===== config.mk =====
export PLATFORM = sky130hd
export DESIGN_NAME = alu_sequencer
export DESIGN_NICKNAME = d
export VERILOG_FILES = /design/src/rtl/alu_seq_pkg.sv /design/src/rtl/alu_op_classify.sv /design/src/rtl/alu_sequencer.sv
export SDC_FILE = /design/constraint.sdc
export NUM_CORES = 1
export LEC_CHECK = 0
export CAP_MARGIN = 30
export CELL_PAD_IN_SITES_DETAIL_PLACEMENT = 1
export CELL_PAD_IN_SITES_GLOBAL_PLACEMENT = 2
export CORE_ASPECT_RATIO = 2
export CORE_MARGIN = 4
export CORE_UTILIZATION = 25
export DETAILED_ROUTE_END_ITERATION = 8
export GPL_ROUTABILITY_DRIVEN = 1
export PLACE_DENSITY = 0.76
export SLEW_MARGIN = 40
export SYNTH_ARGS = -nofsm -noshare
export SYNTH_HDL_FRONTEND = slang
export SYNTH_SLANG_ARGS = --single-unit

===== constraint.sdc =====
create_clock -name clk -period 1.99 [get_ports clk]
set_input_delay 0.398 -clock clk [delete_from_list [all_inputs] [get_ports clk]]
set_output_delay 0.398 -clock clk [all_outputs]
set_load 0.005 [all_outputs]

===== src/rtl/alu_seq_pkg.sv =====
// Shared definitions for the ALU instruction sequencer.
//   state_e      : sequencer FSM state encoding
//   GRP_*        : mnemonic group field values (mnemonic[7:4])
//   REG_*        : register-file destination codes
//   CNT_BITS     : width of the EXEC cycle counter (covers TIMEOUT up to 255)
package alu_seq_pkg;

    typedef enum logic [1:0] {
        IDLE = 2'd0,
        EXEC = 2'd1,
        WB   = 2'd2
    } state_e;

    localparam logic [3:0] GRP_ADDSUB = 4'b1000;
    localparam logic [3:0] GRP_MULDIV = 4'b1001;
    localparam logic [3:0] GRP_BIT0   = 4'b1010;
    localparam logic [3:0] GRP_BIT1   = 4'b1011;
    localparam logic [3:0] GRP_UNARY  = 4'b1100;

    // Op field value with no unary operation behind it
    localparam logic [1:0] UNARY_OP_RSVD = 2'b11;

    localparam logic [1:0] REG_A = 2'd0;
    localparam logic [1:0] REG_B = 2'd1;
    localparam logic [1:0] REG_C = 2'd2;
    localparam logic [1:0] REG_D = 2'd3;

    localparam int unsigned CNT_BITS = 8;

endpackage


===== src/rtl/alu_op_classify.sv =====
// Combinational mnemonic classifier.
//   mnemonic    in  8 : [7:4] group, [3:2] op, [1:0] operand select
//   legal       out 1 : mnemonic names an implemented operation
//   multi_cycle out 1 : operation completes on alu_done rather than after a fixed latency
module alu_op_classify
    import alu_seq_pkg::*;
(
    input  logic [7:0] mnemonic,
    output logic       legal,
    output logic       multi_cycle
);

    logic [3:0] grp;
    logic [1:0] op;
    logic       unused_opsel;

    assign grp = mnemonic[7:4];
    assign op  = mnemonic[3:2];
    // Operand select does not affect legality or latency
    assign unused_opsel = ^mnemonic[1:0];

    always_comb begin
        legal       = 1'b0;
        multi_cycle = 1'b0;
        case (grp)
            GRP_ADDSUB, GRP_BIT0, GRP_BIT1: legal = 1'b1;
            GRP_MULDIV: begin
                legal       = 1'b1;
                multi_cycle = 1'b1;
            end
            GRP_UNARY: legal = (op != UNARY_OP_RSVD);
            default: ;
        endcase
    end

endmodule


===== src/rtl/alu_sequencer.sv =====
// Single-issue ALU instruction sequencer: accepts one instruction over valid/ready,
// drives the mnemonic to ALU_Control, waits for the result (fixed latency or
// alu_done with timeout) and issues one register-file write.
//   clk, rst_n              : clock, asynchronous active-low reset
//   instr_valid/ready       : instruction handshake (ready is decoded from state only)
//   instr_mnem, instr_dst   : mnemonic and destination register
//   alu_mnemonic, alu_start : to ALU_Control; start pulses once for MUL/DIV
//   alu_done, alu_result    : from ALU
//   wr_en, wr_addr, wr_data : register-file write port
//   busy, err_illegal, err_timeout, retire_count : status
module alu_sequencer
    import alu_seq_pkg::*;
#(
    parameter int unsigned ALU_LAT = 1,
    parameter int unsigned TIMEOUT = 64,
    parameter int unsigned CNT_W   = 16
) (
    input  logic             clk,
    input  logic             rst_n,
    input  logic             instr_valid,
    output logic             instr_ready,
    input  logic [7:0]       instr_mnem,
    input  logic [1:0]       instr_dst,
    output logic [7:0]       alu_mnemonic,
    output logic             alu_start,
    input  logic             alu_done,
    input  logic [31:0]      alu_result,
    output logic             wr_en,
    output logic [1:0]       wr_addr,
    output logic [31:0]      wr_data,
    output logic             busy,
    output logic             err_illegal,
    output logic             err_timeout,
    output logic [CNT_W-1:0] retire_count
);

    localparam logic [CNT_BITS-1:0] LAT_LAST = CNT_BITS'(ALU_LAT - 1);
    localparam logic [CNT_BITS-1:0] TO_LAST  = CNT_BITS'(TIMEOUT - 1);

    state_e              state_q, state_d;
    logic [7:0]          mnem_q, mnem_d;
    logic [1:0]          dst_q, dst_d;
    logic                multi_q, multi_d;
    logic [31:0]         result_q, result_d;
    logic [CNT_BITS-1:0] cnt_q, cnt_d;
    logic                err_illegal_q, err_illegal_d;
    logic                err_timeout_q, err_timeout_d;
    logic [CNT_W-1:0]    retire_q, retire_d;

    logic in_legal;
    logic in_multi;

    alu_op_classify u_classify (
        .mnemonic    (instr_mnem),
        .legal       (in_legal),
        .multi_cycle (in_multi)
    );

    always_ff @(posedge clk or negedge rst_n) begin
        if (!rst_n) begin
            state_q       <= IDLE;
            mnem_q        <= '0;
            dst_q         <= '0;
            multi_q       <= 1'b0;
            result_q      <= '0;
            cnt_q         <= '0;
            err_illegal_q <= 1'b0;
            err_timeout_q <= 1'b0;
            retire_q      <= '0;
        end else begin
            state_q       <= state_d;
            mnem_q        <= mnem_d;
            dst_q         <= dst_d;
            multi_q       <= multi_d;
            result_q      <= result_d;
            cnt_q         <= cnt_d;
            err_illegal_q <= err_illegal_d;
            err_timeout_q <= err_timeout_d;
            retire_q      <= retire_d;
        end
    end

    always_comb begin
        state_d       = state_q;
        mnem_d        = mnem_q;
        dst_d         = dst_q;
        multi_d       = multi_q;
        result_d      = result_q;
        cnt_d         = cnt_q;
        err_illegal_d = 1'b0;
        err_timeout_d = 1'b0;
        retire_d      = retire_q;

        case (state_q)
            IDLE: begin
                // instr_ready is 1 throughout IDLE, so valid alone completes the handshake
                if (instr_valid) begin
                    if (in_legal) begin
                        mnem_d  = instr_mnem;
                        dst_d   = instr_dst;
                        multi_d = in_multi;
                        cnt_d   = '0;
                        state_d = EXEC;
                    end else begin
                        err_illegal_d = 1'b1;
                    end
                end
            end
            EXEC: begin
                if (multi_q) begin
                    // alu_done takes priority over a coincident timeout
                    if (alu_done) begin
                        result_d = alu_result;
                        state_d  = WB;
                    end else if (cnt_q == TO_LAST) begin
                        err_timeout_d = 1'b1;
                        state_d       = IDLE;
                    end else begin
                        cnt_d = cnt_q + 1'b1;
                    end
                end else if (cnt_q == LAT_LAST) begin
                    result_d = alu_result;
                    state_d  = WB;
                end else begin
                    cnt_d = cnt_q + 1'b1;
                end
            end
            WB: begin
                retire_d = retire_q + 1'b1;
                state_d  = IDLE;
            end
            default: state_d = IDLE;
        endcase
    end

    assign instr_ready  = (state_q == IDLE);
    assign busy         = (state_q != IDLE);
    assign alu_mnemonic = (state_q == IDLE) ? 8'h00 : mnem_q;
    // cnt_q is zero only in the first EXEC cycle
    assign alu_start    = (state_q == EXEC) && multi_q && (cnt_q == '0);
    assign wr_en        = (state_q == WB);
    assign wr_addr      = wr_en ? dst_q : 2'd0;
    assign wr_data      = wr_en ? result_q : 32'd0;
    assign err_illegal  = err_illegal_q;
    assign err_timeout  = err_timeout_q;
    assign retire_count = retire_q;

endmodule


==> results of run 1 <==
==> path summary, 6_finish.rpt <==
check	endpoint	slack [ns]	from
max reg2reg	cnt_q[7]	0.11	cnt_q[0]
min	result_q[2]	0.04	rst_n
min in group clk	mnem_q[6]	0.47	mnem_q[6]
max in group asynchronous	result_q[5]	1.38	rst_n
min reg2reg	mnem_q[6]	0.47	mnem_q[6]
max	wr_data[4]	0.04	state_q[1]
==> power by group <==
| group | total [uW] | leakage [uW] | internal, uW | switching, uW |
|---|---|---|---|---|
| Combinational | 2600 | 0.00156 | 1590 | 1020 |
| Sequential | 2310 | 0.000881 | 1990 | 322 |
| Clock | 1580 | 0.000138 | 969 | 608 |
==> Yosys cell counts (2+ instances only) <==
cell type	instances	area share, %
sky130_fd_sc_hd__dfrtp_1	71	51
sky130_fd_sc_hd__and2_1	35	6.3
sky130_fd_sc_hd__mux2_4	29	13
sky130_fd_sc_hd__nand2_1	13	1.4
sky130_fd_sc_hd__inv_1	11	1.2
sky130_fd_sc_hd__mux2_2	11	3.6
sky130_fd_sc_hd__nor2b_1	10	1.8
sky130_fd_sc_hd__nor2_1	9	0.98
sky130_fd_sc_hd__xnor2_1	8	2.0
sky130_fd_sc_hd__and3_1	7	1.3
sky130_fd_sc_hd__o21ai_0	7	1.0
sky130_fd_sc_hd__xor2_1	7	1.8
sky130_fd_sc_hd__clkbuf_1	6	0.65
sky130_fd_sc_hd__nand3_1	6	0.87
sky130_fd_sc_hd__nor3_1	5	0.72
sky130_fd_sc_hd__a31oi_1	4	0.72
sky130_fd_sc_hd__a21oi_1	3	0.43
sky130_fd_sc_hd__buf_12	3	1.7
sky130_fd_sc_hd__ha_1	3	1.1
sky130_fd_sc_hd__nand4_1	3	0.54
sky130_fd_sc_hd__nand4b_1	3	0.76
sky130_fd_sc_hd__nand2b_1	2	0.36
sky130_fd_sc_hd__nand3b_1	2	0.43
sky130_fd_sc_hd__nor4_1	2	0.36
sky130_fd_sc_hd__o221ai_1	2	0.51
sky130_fd_sc_hd__o22ai_1	2	0.36
sky130_fd_sc_hd__or3_1	2	0.36
==> logic make-up (layout without fill, tap and decap cells) <==
| group | count (synthesis) | in the layout | share of synthesized area (%) |
|---|---|---|---|
| xor+xnor | 15 | 15 | 3.81 |
| flops | 71 | 71 | 51.5 |
| mux | 40 | 40 | 16.2 |
| fa+ha+maj | 3 | 3 | 1.09 |
| compound gates | 29 | 29 | 5.98 |
| buf+inv | 22 | 164 | 4.06 |
| simple gates | 103 | 103 | 17.4 |
==> per-layer routing <==
metal / up-vias / wire, um / share of wire (%)
li1: 1250 / - / -
met5: - / 0 / 0
met1: 1289 / 3510 / 36
met2: 69 / 5530 / 57
met3: 17 / 370 / 3.8
met4: 0 / 279 / 2.9
==> critical path, cell delays in order, from the launching register on <==
cell                            delay, ns
sky130_fd_sc_hd__dfrtp_1             0.41
sky130_fd_sc_hd__nor2b_4             0.15
sky130_fd_sc_hd__buf_4               0.13
sky130_fd_sc_hd__buf_8               0.13
sky130_fd_sc_hd__and2_1              0.15
sky130_fd_sc_hd__dlygate4sd2_1       0.25
==> final cells by class <==
type	instances	area share, %
Clock buffer	9	4.33
Clock inverter	7	1.37
Timing Repair Buffer	137	25.4
Inverter	11	0.793
Multi-Input combinational cell	190	30.2
Tap cell	155	3.73
Sequential cell	71	34.2
==> sequential cells by signal (all words and copies together), names as in the netlist <==
register,flops
result_q,32
retire_count,16
cnt_q,8
mnem_q,8
dst_q,2
state_q,2
err_illegal,1
err_timeout,1
multi_q,1
==> metrics by stage <==
stage	hold WS [ns]	worst slack [ns]	setup TNS [ns]	utilization, %
final	0.0362	0.0419	0	38.5
after global routing	0.0689	-0.0437	-0.223	38.5
after detailed placement	0.408	-0.0363	-0.131	35.5
after floorplan	0.102	0.237	0	-
after CTS	0.0513	-0.188	-1.05	37.9
after global placement	0.403	0.00118	0	35.5
==> timing repair <==
| action | in CTS | in global routing |
|---|---|---|
| gates resized for setup | 47 | 36 |
| gates cloned | 1 | 1 |
| pin swaps | 1 | 1 |
| endpoints found under the setup margin | 46 | 14 |
| buffers inserted | 4 | 4 |
==> flow_summary.html, run 1 <==
<table>
<tr><th>Metric</th><th>Value</th></tr>
<tr><th colspan="2">Synthesis</th></tr>
<tr><td>Mean cell area of the mapped netlist</td><td>12.2 sq um</td></tr>
<tr><td>Count of mapped cells out of synthesis</td><td>283</td></tr>
<tr><td>Async set or reset register ratio after synthesis</td><td>100%</td></tr>
<tr><td>Share of synthesized area occupied by flip-flops and latches</td><td>51.5%</td></tr>
<tr><td>Count of yosys warnings during synthesis</td><td>0</td></tr>
<tr><td>Total standard cell area after synthesis</td><td>3450 sq um</td></tr>
<tr><td>Number of enable-type register cells in the synthesized netlist</td><td>0</td></tr>
<tr><td>Number of storage elements in the synthesis netlist</td><td>71</td></tr>
<tr><td>Synthesized net count</td><td>332</td></tr>
<tr><td>Primary flip-flop cell chosen by synthesis mapping</td><td>sky130_fd_sc_hd__dfrtp_1</td></tr>
<tr><td>Number of unique standard cell types used by synthesis</td><td>44</td></tr>
<tr><th colspan="2">Clock network</th></tr>
<tr><td>Max Buffers Root-to-Sink</td><td>2</td></tr>
<tr><td>CTS tree</td><td>yes</td></tr>
<tr><td>Clock latency of the later-clocked register in the worst-skew pair</td><td>0.33 ns</td></tr>
<tr><td>Number of buffers inserted by hold repair at cts</td><td>0</td></tr>
<tr><td>Number of buffers inserted during clock tree synthesis</td><td>9</td></tr>
<tr><td>Clock root buffer</td><td>sky130_fd_sc_hd__clkbuf_16</td></tr>
<tr><td>H-tree depth</td><td>3</td></tr>
<tr><td>Clk sink count</td><td>71</td></tr>
<tr><td>Clock-pin transition on the worst setup and hold timing paths</td><td>0.06 ns</td></tr>
<tr><th colspan="2">Final layout</th></tr>
<tr><td>Most common cell after layout, fill and taps aside</td><td>sky130_fd_sc_hd__dfrtp_1</td></tr>
<tr><td>Footprint of the multi-input gates</td><td>1570 sq um</td></tr>
<tr><td>Final design area excluding fillers</td><td>5200 sq um</td></tr>
<tr><td>Area grow syn2layout</td><td>50.7%</td></tr>
<tr><td># nets final</td><td>469</td></tr>
<tr><td>Fill cell instance count of the final layout</td><td>1512</td></tr>
<tr><td>Fraction of final layout cells sized beyond drive strength 1</td><td>24.5%</td></tr>
<tr><td>Commonest cells after routing, fill and taps aside</td><td>sky130_fd_sc_hd__dfrtp_1, sky130_fd_sc_hd__clkdlybuf4s50_1, sky130_fd_sc_hd__and2_1</td></tr>
<tr><td>Final std cells w/o fill</td><td>580</td></tr>
<tr><td>Diodes inserted</td><td>0</td></tr>
<tr><td>Footprint of the flip-flops and latches</td><td>1780 sq um</td></tr>
<tr><th colspan="2">Die</th></tr>
<tr><td>Die Span Y</td><td>174 um</td></tr>
<tr><td>FP Rows</td><td>60</td></tr>
<tr><td>Initial standard-cell utilization of the core</td><td>25.5%</td></tr>
<tr><td>Die X-Extent</td><td>91.1 um</td></tr>
<tr><td>Ports</td><td>110</td></tr>
<tr><td>Core box area</td><td>13500 sq um</td></tr>
<tr><td>Area enclosed by the die boundary</td><td>15900 sq um</td></tr>
<tr><th colspan="2">Placed design</th></tr>
<tr><td>Placer congestion estimate</td><td>0.797</td></tr>
<tr><td>Post-DP HPWL</td><td>7.37 mm</td></tr>
<tr><td>Placed Cells</td><td>554</td></tr>
<tr><td>Dpl cell area</td><td>4800 sq um</td></tr>
<tr><td>Number of buffers inserted by port buffering</td><td>109</td></tr>
<tr><th colspan="2">Global route</th></tr>
<tr><td>Total routing usage reported by global routing</td><td>12.5%</td></tr>
<tr><td>Grt ovf</td><td>0</td></tr>
<tr><td>Met1 usage in global routing</td><td>12.8%</td></tr>
<tr><td>Number of antenna violations at the first check in global routing</td><td>0</td></tr>
<tr><td>Most Used Layer, Global Route</td><td>met2</td></tr>
<tr><td>Via count of the first global-routing pass</td><td>2877</td></tr>
<tr><td>Wire length of the first global-routing pass</td><td>15.5 mm</td></tr>
<tr><td>Fraction of met3 tracks used by global routing</td><td>2.94%</td></tr>
<tr><td>Global-route met2 utilization</td><td>23.6%</td></tr>
<tr><td>Largest net degree at the start of global routing</td><td>38</td></tr>
<tr><th colspan="2">Worst setup path</th></tr>
<tr><td>Number of cell instances on the worst register-to-register path</td><td>6</td></tr>
<tr><td>Critical path startpoint category</td><td>flop</td></tr>
<tr><td>Endpoint class of the critical path</td><td>output pin</td></tr>
<tr><td>Largest driver fanout on the critical path</td><td>12</td></tr>
<tr><td>Data required time of the critical path</td><td>1.59 ns</td></tr>
<tr><td>WS Path Type</td><td>flop to output pin</td></tr>
<tr><td>WP data arrival</td><td>1.55 ns</td></tr>
<tr><th colspan="2">Min path</th></tr>
<tr><td>Min-Delay Path Class</td><td>input port to asynchronous set/reset pin</td></tr>
<tr><th colspan="2">Status</th></tr>
<tr><td>Outcome</td><td>completed</td></tr>
<tr><th colspan="2">Detailed routing</th></tr>
<tr><td>Detailed-route wire length</td><td>9.69 mm</td></tr>
<tr><td>Pre-Repair DR Iteration Count</td><td>4</td></tr>
<tr><td>Number of DRC markers after the initial detailed-route iteration</td><td>54</td></tr>
<tr><td>DRC violations left</td><td>0</td></tr>
<tr><td>Count of antenna-violating nets left after detailed routing</td><td>0</td></tr>
<tr><td>Detail-routed via count per cell</td><td>4.53</td></tr>
<tr><td>Number of vias after detailed routing</td><td>2625</td></tr>
<tr><td>Wire length per cell</td><td>16.7 um</td></tr>
<tr><th colspan="2">Pwr</th></tr>
<tr><td>Power Dens Cells</td><td>1250 nW/um^2</td></tr>
<tr><td>Static leakage power</td><td>0.00258 uW</td></tr>
<tr><td>Overall power of the completed layout</td><td>6490 uW</td></tr>
<tr><td>Highest ir drop seen on vdd</td><td>0.436 mV</td></tr>
<tr><th colspan="2">STA</th></tr>
<tr><td>Post-layout minimum cycle time</td><td>1.95 ns</td></tr>
<tr><td>Max frequency</td><td>513 MHz</td></tr>
<tr><td>Final Max Tran Viols</td><td>0</td></tr>
<tr><td>RSZ-0062 raised after global routing</td><td>true</td></tr>
<tr><td>Period utilization</td><td>97.9%</td></tr>
<tr><td>Number of endpoints failing setup at the final stage</td><td>0</td></tr>
<tr><td>Slew at the pin closest to its max-slew limit</td><td>0.509 ns</td></tr>
<tr><td>Skew final</td><td>0.00917 ns</td></tr>
<tr><td>Worst-case headroom to the max-slew limit</td><td>66.1%</td></tr>
<tr><td>Endpoints failing hold</td><td>0</td></tr>
<tr><th colspan="2">Job</th></tr>
<tr><td>Max-cap violations</td><td>0</td></tr>
</table>
No activity file was read; power rests on OpenSTA's default activity.
==> run 2, diff against run 1 <==
--- a/config.mk
+++ b/config.mk
@@ -9,11 +9,11 @@
 export CELL_PAD_IN_SITES_DETAIL_PLACEMENT = 1
 export CELL_PAD_IN_SITES_GLOBAL_PLACEMENT = 2
 export CORE_ASPECT_RATIO = 2
-export CORE_MARGIN = 4
+export CORE_MARGIN = 2
 export CORE_UTILIZATION = 25
 export DETAILED_ROUTE_END_ITERATION = 8
 export GPL_ROUTABILITY_DRIVEN = 1
-export PLACE_DENSITY = 0.76
+export PLACE_DENSITY_LB_ADDON = 0.1
 export SLEW_MARGIN = 40
 export SYNTH_ARGS = -nofsm -noshare
 export SYNTH_HDL_FRONTEND = slang
==> constraint.sdc (replaced) <==
create_clock -name clk -period 2.3 [get_ports clk]
set_input_delay 0.46 -clock clk [delete_from_list [all_inputs] [get_ports clk]]
set_output_delay 0.46 -clock clk [all_outputs]
set_load 0.005 [all_outputs]
==> flow_summary.html, run 2 (synthesized netlist as in run 1, its figures left out) <==
<table>
<tr><th>Metric</th><th>Value</th></tr>
<tr><th colspan="2">Status</th></tr>
<tr><td>Outcome</td><td>completed</td></tr>
<tr><th colspan="2">Worst setup path</th></tr>
<tr><td>Largest driver fanout on the critical path</td><td>12</td></tr>
<tr><td>Cell Chain, Critical Path</td><td>buf_4, nor2_1, buf_6, clkdlybuf4s50_1</td></tr>
<tr><td>Endpoint class of the critical path</td><td>output pin</td></tr>
<tr><td>WP data arrival</td><td>1.75 ns</td></tr>
<tr><td>Critical path startpoint category</td><td>flop</td></tr>
<tr><td>Slowest-stage cell, CP</td><td>sky130_fd_sc_hd__clkdlybuf4s50_1</td></tr>
<tr><td>WS Path Type</td><td>flop to output pin</td></tr>
<tr><td>Data required time of the critical path</td><td>1.84 ns</td></tr>
<tr><td>Delay of the slowest cell on the worst path</td><td>0.51 ns</td></tr>
<tr><th colspan="2">Global route</th></tr>
<tr><td>Largest net degree at the start of global routing</td><td>60</td></tr>
<tr><td>Grt ovf</td><td>0</td></tr>
<tr><td>Global-route met2 utilization</td><td>25.4%</td></tr>
<tr><td>Total routing usage reported by global routing</td><td>13.8%</td></tr>
<tr><td>Met1 usage in global routing</td><td>14.7%</td></tr>
<tr><td>Most Used Layer, Global Route</td><td>met2</td></tr>
<tr><td>Via count of the first global-routing pass</td><td>2886</td></tr>
<tr><td>Wire length of the first global-routing pass</td><td>15.5 mm</td></tr>
<tr><td>Fraction of met3 tracks used by global routing</td><td>2.86%</td></tr>
<tr><td>Number of antenna violations at the first check in global routing</td><td>0</td></tr>
<tr><th colspan="2">Final layout</th></tr>
<tr><td>Final core occ</td><td>38.6%</td></tr>
<tr><td>Biggest register</td><td>result_q</td></tr>
<tr><td>Fraction of final layout cells sized beyond drive strength 1</td><td>21.5%</td></tr>
<tr><td># nets final</td><td>462</td></tr>
<tr><td>Commonest cells after routing, fill and taps aside</td><td>sky130_fd_sc_hd__clkdlybuf4s50_1, sky130_fd_sc_hd__dfrtp_1, sky130_fd_sc_hd__and2_1</td></tr>
<tr><td>Final design area excluding fillers</td><td>5180 sq um</td></tr>
<tr><td>Most common cell after layout, fill and taps aside</td><td>sky130_fd_sc_hd__clkdlybuf4s50_1</td></tr>
<tr><td>Max FFs per register</td><td>32</td></tr>
<tr><td>Diodes inserted</td><td>0</td></tr>
<tr><td>Final std cells w/o fill</td><td>573</td></tr>
<tr><td>Area grow syn2layout</td><td>50.2%</td></tr>
<tr><th colspan="2">Job</th></tr>
<tr><td>Max-cap violations</td><td>0</td></tr>
<tr><th colspan="2">Clock network</th></tr>
<tr><td>CTS tree</td><td>yes</td></tr>
<tr><td>Clock root buffer</td><td>sky130_fd_sc_hd__clkbuf_16</td></tr>
<tr><td>Clock latency of the later-clocked register in the worst-skew pair</td><td>0.33 ns</td></tr>
<tr><td>H-tree depth</td><td>3</td></tr>
<tr><td>Clk sink count</td><td>71</td></tr>
<tr><td>Max Buffers Root-to-Sink</td><td>2</td></tr>
<tr><td>Number of buffers inserted during clock tree synthesis</td><td>9</td></tr>
<tr><td>Clock-pin transition on the worst setup and hold timing paths</td><td>0.06 ns</td></tr>
<tr><th colspan="2">STA</th></tr>
<tr><td>Max frequency</td><td>453 MHz</td></tr>
<tr><td>Post-layout minimum cycle time</td><td>2.21 ns</td></tr>
<tr><td>Number of endpoints failing setup at the final stage</td><td>0</td></tr>
<tr><td>Slew at the pin closest to its max-slew limit</td><td>0.686 ns</td></tr>
<tr><td>Period utilization</td><td>96.1%</td></tr>
<tr><td>RSZ-0062 raised after global routing</td><td>false</td></tr>
<tr><td>Skew final</td><td>0.00649 ns</td></tr>
<tr><td>Final Max Tran Viols</td><td>0</td></tr>
<tr><td>Summed negative setup slack over all endpoints</td><td>0 ns</td></tr>
<tr><td>Worst-case headroom to the max-slew limit</td><td>54.3%</td></tr>
<tr><td>Endpoints failing hold</td><td>0</td></tr>
<tr><th colspan="2">Detailed routing</th></tr>
<tr><td>Number of DRC markers after the initial detailed-route iteration</td><td>55</td></tr>
<tr><td>Count of antenna-violating nets left after detailed routing</td><td>0</td></tr>
<tr><td>Pre-Repair DR Iteration Count</td><td>4</td></tr>
<tr><td>Number of vias after detailed routing</td><td>2649</td></tr>
<tr><td>Detail-routed via count per cell</td><td>4.62</td></tr>
<tr><td>DRC violations left</td><td>0</td></tr>
<tr><td>Detailed-route wire length</td><td>10.0 mm</td></tr>
<tr><td>Wire length per cell</td><td>17.5 um</td></tr>
<tr><th colspan="2">Pwr</th></tr>
<tr><td>Sequential group share of total power</td><td>35.5%</td></tr>
<tr><td>Static leakage power</td><td>0.00244 uW</td></tr>
<tr><td>Overall power of the completed layout</td><td>5650 uW</td></tr>
<tr><td>Highest ir drop seen on vdd</td><td>0.391 mV</td></tr>
<tr><td>Internal power consumption</td><td>3960 uW</td></tr>
<tr><td>Total net switching power</td><td>1690 uW</td></tr>
<tr><td>Portion of total power attributed to the clock network</td><td>25.4%</td></tr>
<tr><td>Switching power as a share of total power</td><td>30.0%</td></tr>
<tr><td>Proportion of power drawn by combinational gates</td><td>39.1%</td></tr>
<tr><td>Power Dens Cells</td><td>1090 nW/um^2</td></tr>
<tr><th colspan="2">Die</th></tr>
<tr><td>FP Rows</td><td>60</td></tr>
<tr><td>Area enclosed by the die boundary</td><td>14800 sq um</td></tr>
<tr><td>Core box area</td><td>13400 sq um</td></tr>
<tr><td>Ports</td><td>110</td></tr>
<tr><td>Die Span Y</td><td>170 um</td></tr>
<tr><td>Die X-Extent</td><td>87.1 um</td></tr>
<tr><td>Initial standard-cell utilization of the core</td><td>25.7%</td></tr>
<tr><th colspan="2">Placed design</th></tr>
<tr><td>Number of buffers inserted by port buffering</td><td>109</td></tr>
<tr><td>Dpl cell area</td><td>4790 sq um</td></tr>
<tr><td>Placer congestion estimate</td><td>0.749</td></tr>
<tr><td>Placed Cells</td><td>551</td></tr>
<tr><td>Post-DP HPWL</td><td>7.17 mm</td></tr>
<tr><th colspan="2">Min path</th></tr>
<tr><td>Min-Delay Path Class</td><td>flop to flop</td></tr>
</table>
[run 2: cell count changes in the layout (fill, tap and decap cells not counted), sizes merged]
| cell | change |
|---|---|
| dlygate4sd2 | -11 |
| clkbuf | -3 |
| dlymetal6s2s | -3 |
| dlygate4sd3 | +1 |
| buf | -9 |
| clkdlybuf4s15 | -7 |
| clkdlybuf4s50 | +26 |
| clkinvlp | -1 |
[run 2: through the flow]
stage                     hold slack (ns)  worst slack, ns
final                               0.462           0.0901
after global routing                0.500          0.00371
after CTS                           0.468         -0.00766
after detailed placement            0.324        0.0000671
after global placement              0.323           0.0487
after floorplan                     0.164            0.547
[run 2: cell type report]
| class | instances | area (sq um) |
|---|---|---|
| clock buffers | 10 | 239 |
| clock inverters | 6 | 67.6 |
| fillers | 1460 | 8250 |
| inverters | 11 | 41.3 |
| multi-input cells | 190 | 1560 |
| flip-flops and latches | 71 | 1780 |
| well taps | 155 | 194 |
| repair buffers | 130 | 1300 |
[run 2: path summary, 6_finish.rpt]
check / startpoint / endpoint / slack [ns] / cells past startpoint
min in group asynchronous: rst_n / result_q[9] / 0.52 / 2
worst max register to register: cnt_q[0] / cnt_q[4] / 0.19 / 6
max in group asynchronous: rst_n / cnt_q[3] / 1.17 / 3
worst min-delay path: mnem_q[7] / mnem_q[7] / 0.46 / 1
worst min register to register: mnem_q[7] / mnem_q[7] / 0.46 / 1
worst max-delay path: state_q[0] / instr_ready / 0.09 / 4
[run 2: per-layer routing]
layer  share of wire, %  vias to the layer above  wire [um]
li1                   -                     1234          -
met3                2.8                       13        280
met2                 57                       66       5680
met1                 38                     1336       3820
met5                  0                        -          0
met4                2.5                        0        252
[run 2: timing repair]
item | in CTS | in global routing
resized for setup | 18 | 10
hold buffers | 1 | 0
setup endpoints to repair | 34 | 26
setup buffers | 2 | 2
gates cloned | 0 | 1
hold endpoints to repair | 12 | 0
[run 2: power groups by stage]
stage	clock network [uW]	registers (uW)	logic (uW)
after floorplan	0	1940	1350
after global placement	0	2000	2150
after detailed placement	0	2030	2180
after CTS	1500	2010	2200
after global routing	1540	2070	2420
final	1440	2000	2210
[run 2: worst max-delay path, delay by kind of cell, from the launching register on]
| kind | cells | cell delay (ns) |
|---|---|---|
| AND/OR/NAND/NOR | 1 | 0.13 |
| buffers and inverters | 3 | 0.85 |
| flip-flops | 1 | 0.44 |
==> run 3, diff against run 2 <==
--- a/config.mk
+++ b/config.mk
@@ -14,6 +14,7 @@
 export DETAILED_ROUTE_END_ITERATION = 8
 export GPL_ROUTABILITY_DRIVEN = 1
 export PLACE_DENSITY_LB_ADDON = 0.1
+export SETUP_SLACK_MARGIN = 0.02
 export SLEW_MARGIN = 40
 export SYNTH_ARGS = -nofsm -noshare
 export SYNTH_HDL_FRONTEND = slang
==> flow_summary.html, run 3 (synthesized netlist as in run 1, its figures left out) <==
<table>
<tr><th>Metric</th><th>Value</th></tr>
<tr><th colspan="2">Worst setup path</th></tr>
<tr><td>Number of cell instances on the worst register-to-register path</td><td>6</td></tr>
<tr><td>Critical path startpoint category</td><td>flop</td></tr>
<tr><td>Data required time of the critical path</td><td>1.84 ns</td></tr>
<tr><td>Startpoint of the worst setup timing path</td><td>state_q[1]</td></tr>
<tr><td>Endpoint class of the critical path</td><td>output pin</td></tr>
<tr><td>Largest driver fanout on the critical path</td><td>6</td></tr>
<tr><td>R2R setup slack</td><td>0.15 ns</td></tr>
<tr><td>WP data arrival</td><td>1.75 ns</td></tr>
<tr><td>Startpoint of the most critical register-to-register path</td><td>cnt_q[0]</td></tr>
<tr><td>Critical path destination</td><td>alu_start</td></tr>
<tr><td>Endpoint of the worst register-to-register path</td><td>cnt_q[4]</td></tr>
<tr><td>WS Path Type</td><td>flop to output pin</td></tr>
<tr><th colspan="2">Global route</th></tr>
<tr><td>Total routing usage reported by global routing</td><td>13.9%</td></tr>
<tr><td>Number of antenna violations at the first check in global routing</td><td>0</td></tr>
<tr><td>Largest net degree at the start of global routing</td><td>60</td></tr>
<tr><td>Wire length of the first global-routing pass</td><td>15.6 mm</td></tr>
<tr><td>Via count of the first global-routing pass</td><td>2900</td></tr>
<tr><td>Grt ovf</td><td>0</td></tr>
<tr><th colspan="2">Die</th></tr>
<tr><td>Core box area</td><td>13400 sq um</td></tr>
<tr><td>Area enclosed by the die boundary</td><td>14800 sq um</td></tr>
<tr><td>Ports</td><td>110</td></tr>
<tr><td>Initial standard-cell utilization of the core</td><td>25.7%</td></tr>
<tr><td>Die X-Extent</td><td>87.1 um</td></tr>
<tr><td>Die Span Y</td><td>170 um</td></tr>
<tr><td>FP Rows</td><td>60</td></tr>
<tr><th colspan="2">Pwr</th></tr>
<tr><td>Highest ir drop seen on vdd</td><td>0.399 mV</td></tr>
<tr><td>Overall power of the completed layout</td><td>5710 uW</td></tr>
<tr><td>Static leakage power</td><td>0.00247 uW</td></tr>
<tr><td>Power Dens Cells</td><td>1100 nW/um^2</td></tr>
<tr><th colspan="2">Final layout</th></tr>
<tr><td>Biggest register</td><td>result_q</td></tr>
<tr><td>Fraction of final layout cells sized beyond drive strength 1</td><td>22.5%</td></tr>
<tr><td>Diodes inserted</td><td>0</td></tr>
<tr><td>Commonest cells after routing, fill and taps aside</td><td>sky130_fd_sc_hd__clkdlybuf4s50_1, sky130_fd_sc_hd__dfrtp_1, sky130_fd_sc_hd__and2_1</td></tr>
<tr><td># nets final</td><td>466</td></tr>
<tr><td>Most common cell after layout, fill and taps aside</td><td>sky130_fd_sc_hd__clkdlybuf4s50_1</td></tr>
<tr><td>Max FFs per register</td><td>32</td></tr>
<tr><td>Area grow syn2layout</td><td>50.7%</td></tr>
<tr><td>Final core occ</td><td>38.7%</td></tr>
<tr><th colspan="2">Min path</th></tr>
<tr><td>Hold depth</td><td>1</td></tr>
<tr><td>Min-Delay Path Class</td><td>flop to flop</td></tr>
<tr><th colspan="2">Status</th></tr>
<tr><td>Outcome</td><td>completed</td></tr>
<tr><th colspan="2">Detailed routing</th></tr>
<tr><td>Number of vias after detailed routing</td><td>2654</td></tr>
<tr><td>DRC violations left</td><td>0</td></tr>
<tr><td>Wire length per cell</td><td>17.6 um</td></tr>
<tr><td>Number of DRC markers after the initial detailed-route iteration</td><td>66</td></tr>
<tr><td>Detailed-route wire length</td><td>10.2 mm</td></tr>
<tr><td>Pre-Repair DR Iteration Count</td><td>4</td></tr>
<tr><td>Detail-routed via count per cell</td><td>4.60</td></tr>
<tr><td>Count of antenna-violating nets left after detailed routing</td><td>0</td></tr>
<tr><th colspan="2">STA</th></tr>
<tr><td>Worst-case headroom to the max-slew limit</td><td>54.4%</td></tr>
<tr><td>Max frequency</td><td>453 MHz</td></tr>
<tr><td>Number of endpoints failing setup at the final stage</td><td>0</td></tr>
<tr><td>Post-route worst hold slack</td><td>0.462 ns</td></tr>
<tr><td>Worst setup margin</td><td>0.0934 ns</td></tr>
<tr><td>Slew at the pin closest to its max-slew limit</td><td>0.684 ns</td></tr>
<tr><td>Final Max Tran Viols</td><td>0</td></tr>
<tr><td>Skew final</td><td>0.00642 ns</td></tr>
<tr><td>Post-layout minimum cycle time</td><td>2.21 ns</td></tr>
<tr><td>Endpoints failing hold</td><td>0</td></tr>
<tr><td>RSZ-0062 raised after global routing</td><td>true</td></tr>
<tr><td>Period utilization</td><td>95.9%</td></tr>
<tr><th colspan="2">Clock network</th></tr>
<tr><td>Max Buffers Root-to-Sink</td><td>2</td></tr>
<tr><td>Clock root buffer</td><td>sky130_fd_sc_hd__clkbuf_16</td></tr>
<tr><td>Clock latency of the later-clocked register in the worst-skew pair</td><td>0.33 ns</td></tr>
<tr><td>Clock-pin transition on the worst setup and hold timing paths</td><td>0.06 ns</td></tr>
<tr><td>CTS tree</td><td>yes</td></tr>
<tr><td>Number of buffers inserted during clock tree synthesis</td><td>9</td></tr>
<tr><td>H-tree depth</td><td>3</td></tr>
<tr><td>Clk sink count</td><td>71</td></tr>
<tr><th colspan="2">Job</th></tr>
<tr><td>Max-cap violations</td><td>0</td></tr>
<tr><th colspan="2">Placed design</th></tr>
<tr><td>Setup slack after placement</td><td>0.0000671 ns</td></tr>
<tr><td>Post-DP HPWL</td><td>7.17 mm</td></tr>
<tr><td>Number of buffers inserted by port buffering</td><td>109</td></tr>
<tr><td>Placer congestion estimate</td><td>0.749</td></tr>
</table>
run 3: layer usage:
metal	vias up	global-route usage, %	share of wire (%)
met4	0	5.89	2.5
met3	13	2.86	3.0
met5	-	0	0
met1	1331	14.8	38
met2	66	25.8	57
li1	1244	-	-
run 3: area by class of cell:
type,count,area [sq um]
clock buffer,10,239
clock inverter,6,67.6
fill,1468,8240
inverter,11,41.3
multi-input combinational,190,1570
sequential,71,1780
tap,155,194
timing repair buffer,134,1310
run 3: power breakdown:
| part | switching (uW) | internal (uW) |
|---|---|---|
| clock | 560 | 873 |
| sequential | 273 | 1720 |
| combinational | 884 | 1400 |
run 3: what timing repair did:
action	4_1_cts	5_1_grt
endpoints found under the setup margin	39	10
setup buffers	3	4
hold buffers	1	0
gates resized for setup	35	6
gates cloned	1	1
hold endpoints to repair	12	0
run 3: worst min-delay path by stage:
| stage | to | startpoint |
|---|---|---|
| 4_1_cts | mnem_q[7] | mnem_q[7] |
| 5_1_grt | mnem_q[7] | mnem_q[7] |
| 3_3_place_gp | result_q[9] | rst_n |
| 3_5_place_dp | result_q[9] | rst_n |
| 6_report | mnem_q[7] | mnem_q[7] |
| 2_1_floorplan | cnt_q[0] | rst_n |
run 3: critical path, cell delays in order (launching register included):
cell,delay (ns)
sky130_fd_sc_hd__dfrtp_1,0.38
sky130_fd_sc_hd__buf_4,0.16
sky130_fd_sc_hd__nand3b_1,0.22
sky130_fd_sc_hd__nor2_1,0.15
sky130_fd_sc_hd__clkdlybuf4s50_1,0.51
run 3: per-stage QoR:
stage,cells,instance area [sq um],setup TNS [ns]
after floorplan,283,3450,0
after global placement,551,4790,0
after detailed placement,551,4790,0
after CTS,572,5120,-0.0119
after global routing,577,5200,-0.00173
final,577,5200,0
==> variant: new RTL, config.mk and constraints of run 1 <==
`CNT_W`: 16 -> 32.
--- a/src/rtl/alu_sequencer.sv
+++ b/src/rtl/alu_sequencer.sv
@@ -15,3 +15,3 @@
     parameter int unsigned TIMEOUT = 64,
-    parameter int unsigned CNT_W   = 16
+    parameter int unsigned CNT_W   = 32
 ) (
Interface: changed (resized retire_count); port bits go from 110 to 126. The function was not compared with the original's and may differ.
==> variant against run 1 <==
Cell area is 31% higher. Sequential cell count up 16. Power rose by 28%. Die area up 20%. Utilization up 3.2 points. The run now ends with setup timing left. Synthesized area rose by 21%. Setup slack got worse by 0.60 ns. Wire length up 35%. Via count up 25%.
==> variant: results (changes against run 1) <==
<table>
<tr><th>Metric</th><th>Value</th></tr>
<tr><th colspan="2">Final layout</th></tr>
<tr><td>Post-route insts no fill</td><td>732 (was 580)</td></tr>
<tr><td>#MultiIn Comb</td><td>226 (was 190)</td></tr>
<tr><td>Inverter count</td><td>10 (was 11)</td></tr>
<tr><td>Multi-input gate area</td><td>0.00206 sq mm (was 0.00157 sq mm)</td></tr>
<tr><th colspan="2">Synth</th></tr>
<tr><td>Count of cell types in the netlist</td><td>48 (was 44)</td></tr>
<tr><td>Share of the yosys chip area belonging to registers</td><td>0.521 (was 0.515)</td></tr>
<tr><td>Flops &amp; latches, synth</td><td>87 (was 71)</td></tr>
<tr><td>Syn Nets</td><td>387 (was 332)</td></tr>
<tr><td>Number of cells produced by synthesis</td><td>338 (was 283)</td></tr>
<tr><th colspan="2">Critical path</th></tr>
<tr><td>Critical R2R Capture</td><td>result_q[20] (was cnt_q[7])</td></tr>
<tr><td>Maximum fanout count along the critical path</td><td>2 (was 12)</td></tr>
<tr><td>Setup crit end</td><td>alu_start (was wr_data[4])</td></tr>
<tr><td>Delay of the slowest critical-path stage</td><td>0.49 ns (was 0.41 ns)</td></tr>
<tr><td>Worst path slowest cell</td><td>or4_4 (was dfrtp_1)</td></tr>
<tr><td>Largest delay contributor family on the critical path</td><td>simple AND/OR/NAND/NOR gates (was buffers and inverters)</td></tr>
<tr><td>Setup slack on the worst flop-to-flop path</td><td>-0.19 ns (was 0.11 ns)</td></tr>
<tr><th colspan="2">Global route</th></tr>
<tr><td>M2 GR Usage</td><td>0.286 (was 0.236)</td></tr>
<tr><td>Tot GR Track Use</td><td>0.145 (was 0.125)</td></tr>
<tr><td>Via count of the first global-routing pass</td><td>3,784 (was 2,877)</td></tr>
<tr><td>Met3 Track Usage GR</td><td>0.0267 (was 0.0294)</td></tr>
<tr><td>Largest net degree at the start of global routing</td><td>51 (was 38)</td></tr>
<tr><td>Wire length of the first global-routing pass</td><td>21,200 microns (was 15,500 microns)</td></tr>
<tr><th colspan="2">Timing</th></tr>
<tr><td>Final setup violation count</td><td>42 (was 0)</td></tr>
<tr><td>Crit path setup slack, layout</td><td>-0.555 ns (was 0.0419 ns)</td></tr>
<tr><td>Max-slew headroom</td><td>0.660 (was 0.661)</td></tr>
<tr><th colspan="2">Routing</th></tr>
<tr><td>Routed met3 length</td><td>445 microns (was 370 microns)</td></tr>
<tr><td>Iter 0 DRT Violations</td><td>56 (was 54)</td></tr>
<tr><th colspan="2">Run status</th></tr>
<tr><td>Result of the run</td><td>finished, violations left (was completed)</td></tr>
<tr><td>Failing checks</td><td>setup timing</td></tr>
<tr><th colspan="2">Clock network</th></tr>
<tr><td>Buffers inserted by post-CTS timing repair</td><td>22 (was 4)</td></tr>
<tr><td>Number of gates resized after cts</td><td>271 (was 47)</td></tr>
<tr><th colspan="2">Placed design</th></tr>
<tr><td>Placer congestion estimate</td><td>0.818 (was 0.797)</td></tr>
</table>
## variant: cell count changes after synthesis, moves of 4 or more
cell             run 1  this run
and4_1               0         7
nor2b_1             10         2
nor3_1               5         9
and2_1              35        43
xnor2_1              8        17
nand4_1              3         7
xor2_1               7        16
o21ai_0              7         3
nand3_1              6        10
dfrtp_1             71        87
clkbuf_1             6        10
## variant: power groups by stage
stage | sequential, mW | clock (mW) | combinational (mW)
after floorplan | 2.53 | 0 | 1.55
after global placement | 2.57 | 0 | 2.68
after detailed placement | 2.60 | 0 | 2.75
after CTS | 2.60 | 1.94 | 3.70
after global routing | 2.69 | 2.00 | 4.10
final | 2.61 | 1.86 | 3.84
## variant: kinds of logic after synthesis
logic type	count (synthesis)	synth area share
AOI/OAI and AO/OA	25	0.0473
xor gates and xnor gates	33	0.0692
adders and majority gates	3	0.00898
buffers and inverters	26	0.0389
DFF	87	0.521
muxes	42	0.139
and+or+nand+nor	122	0.175
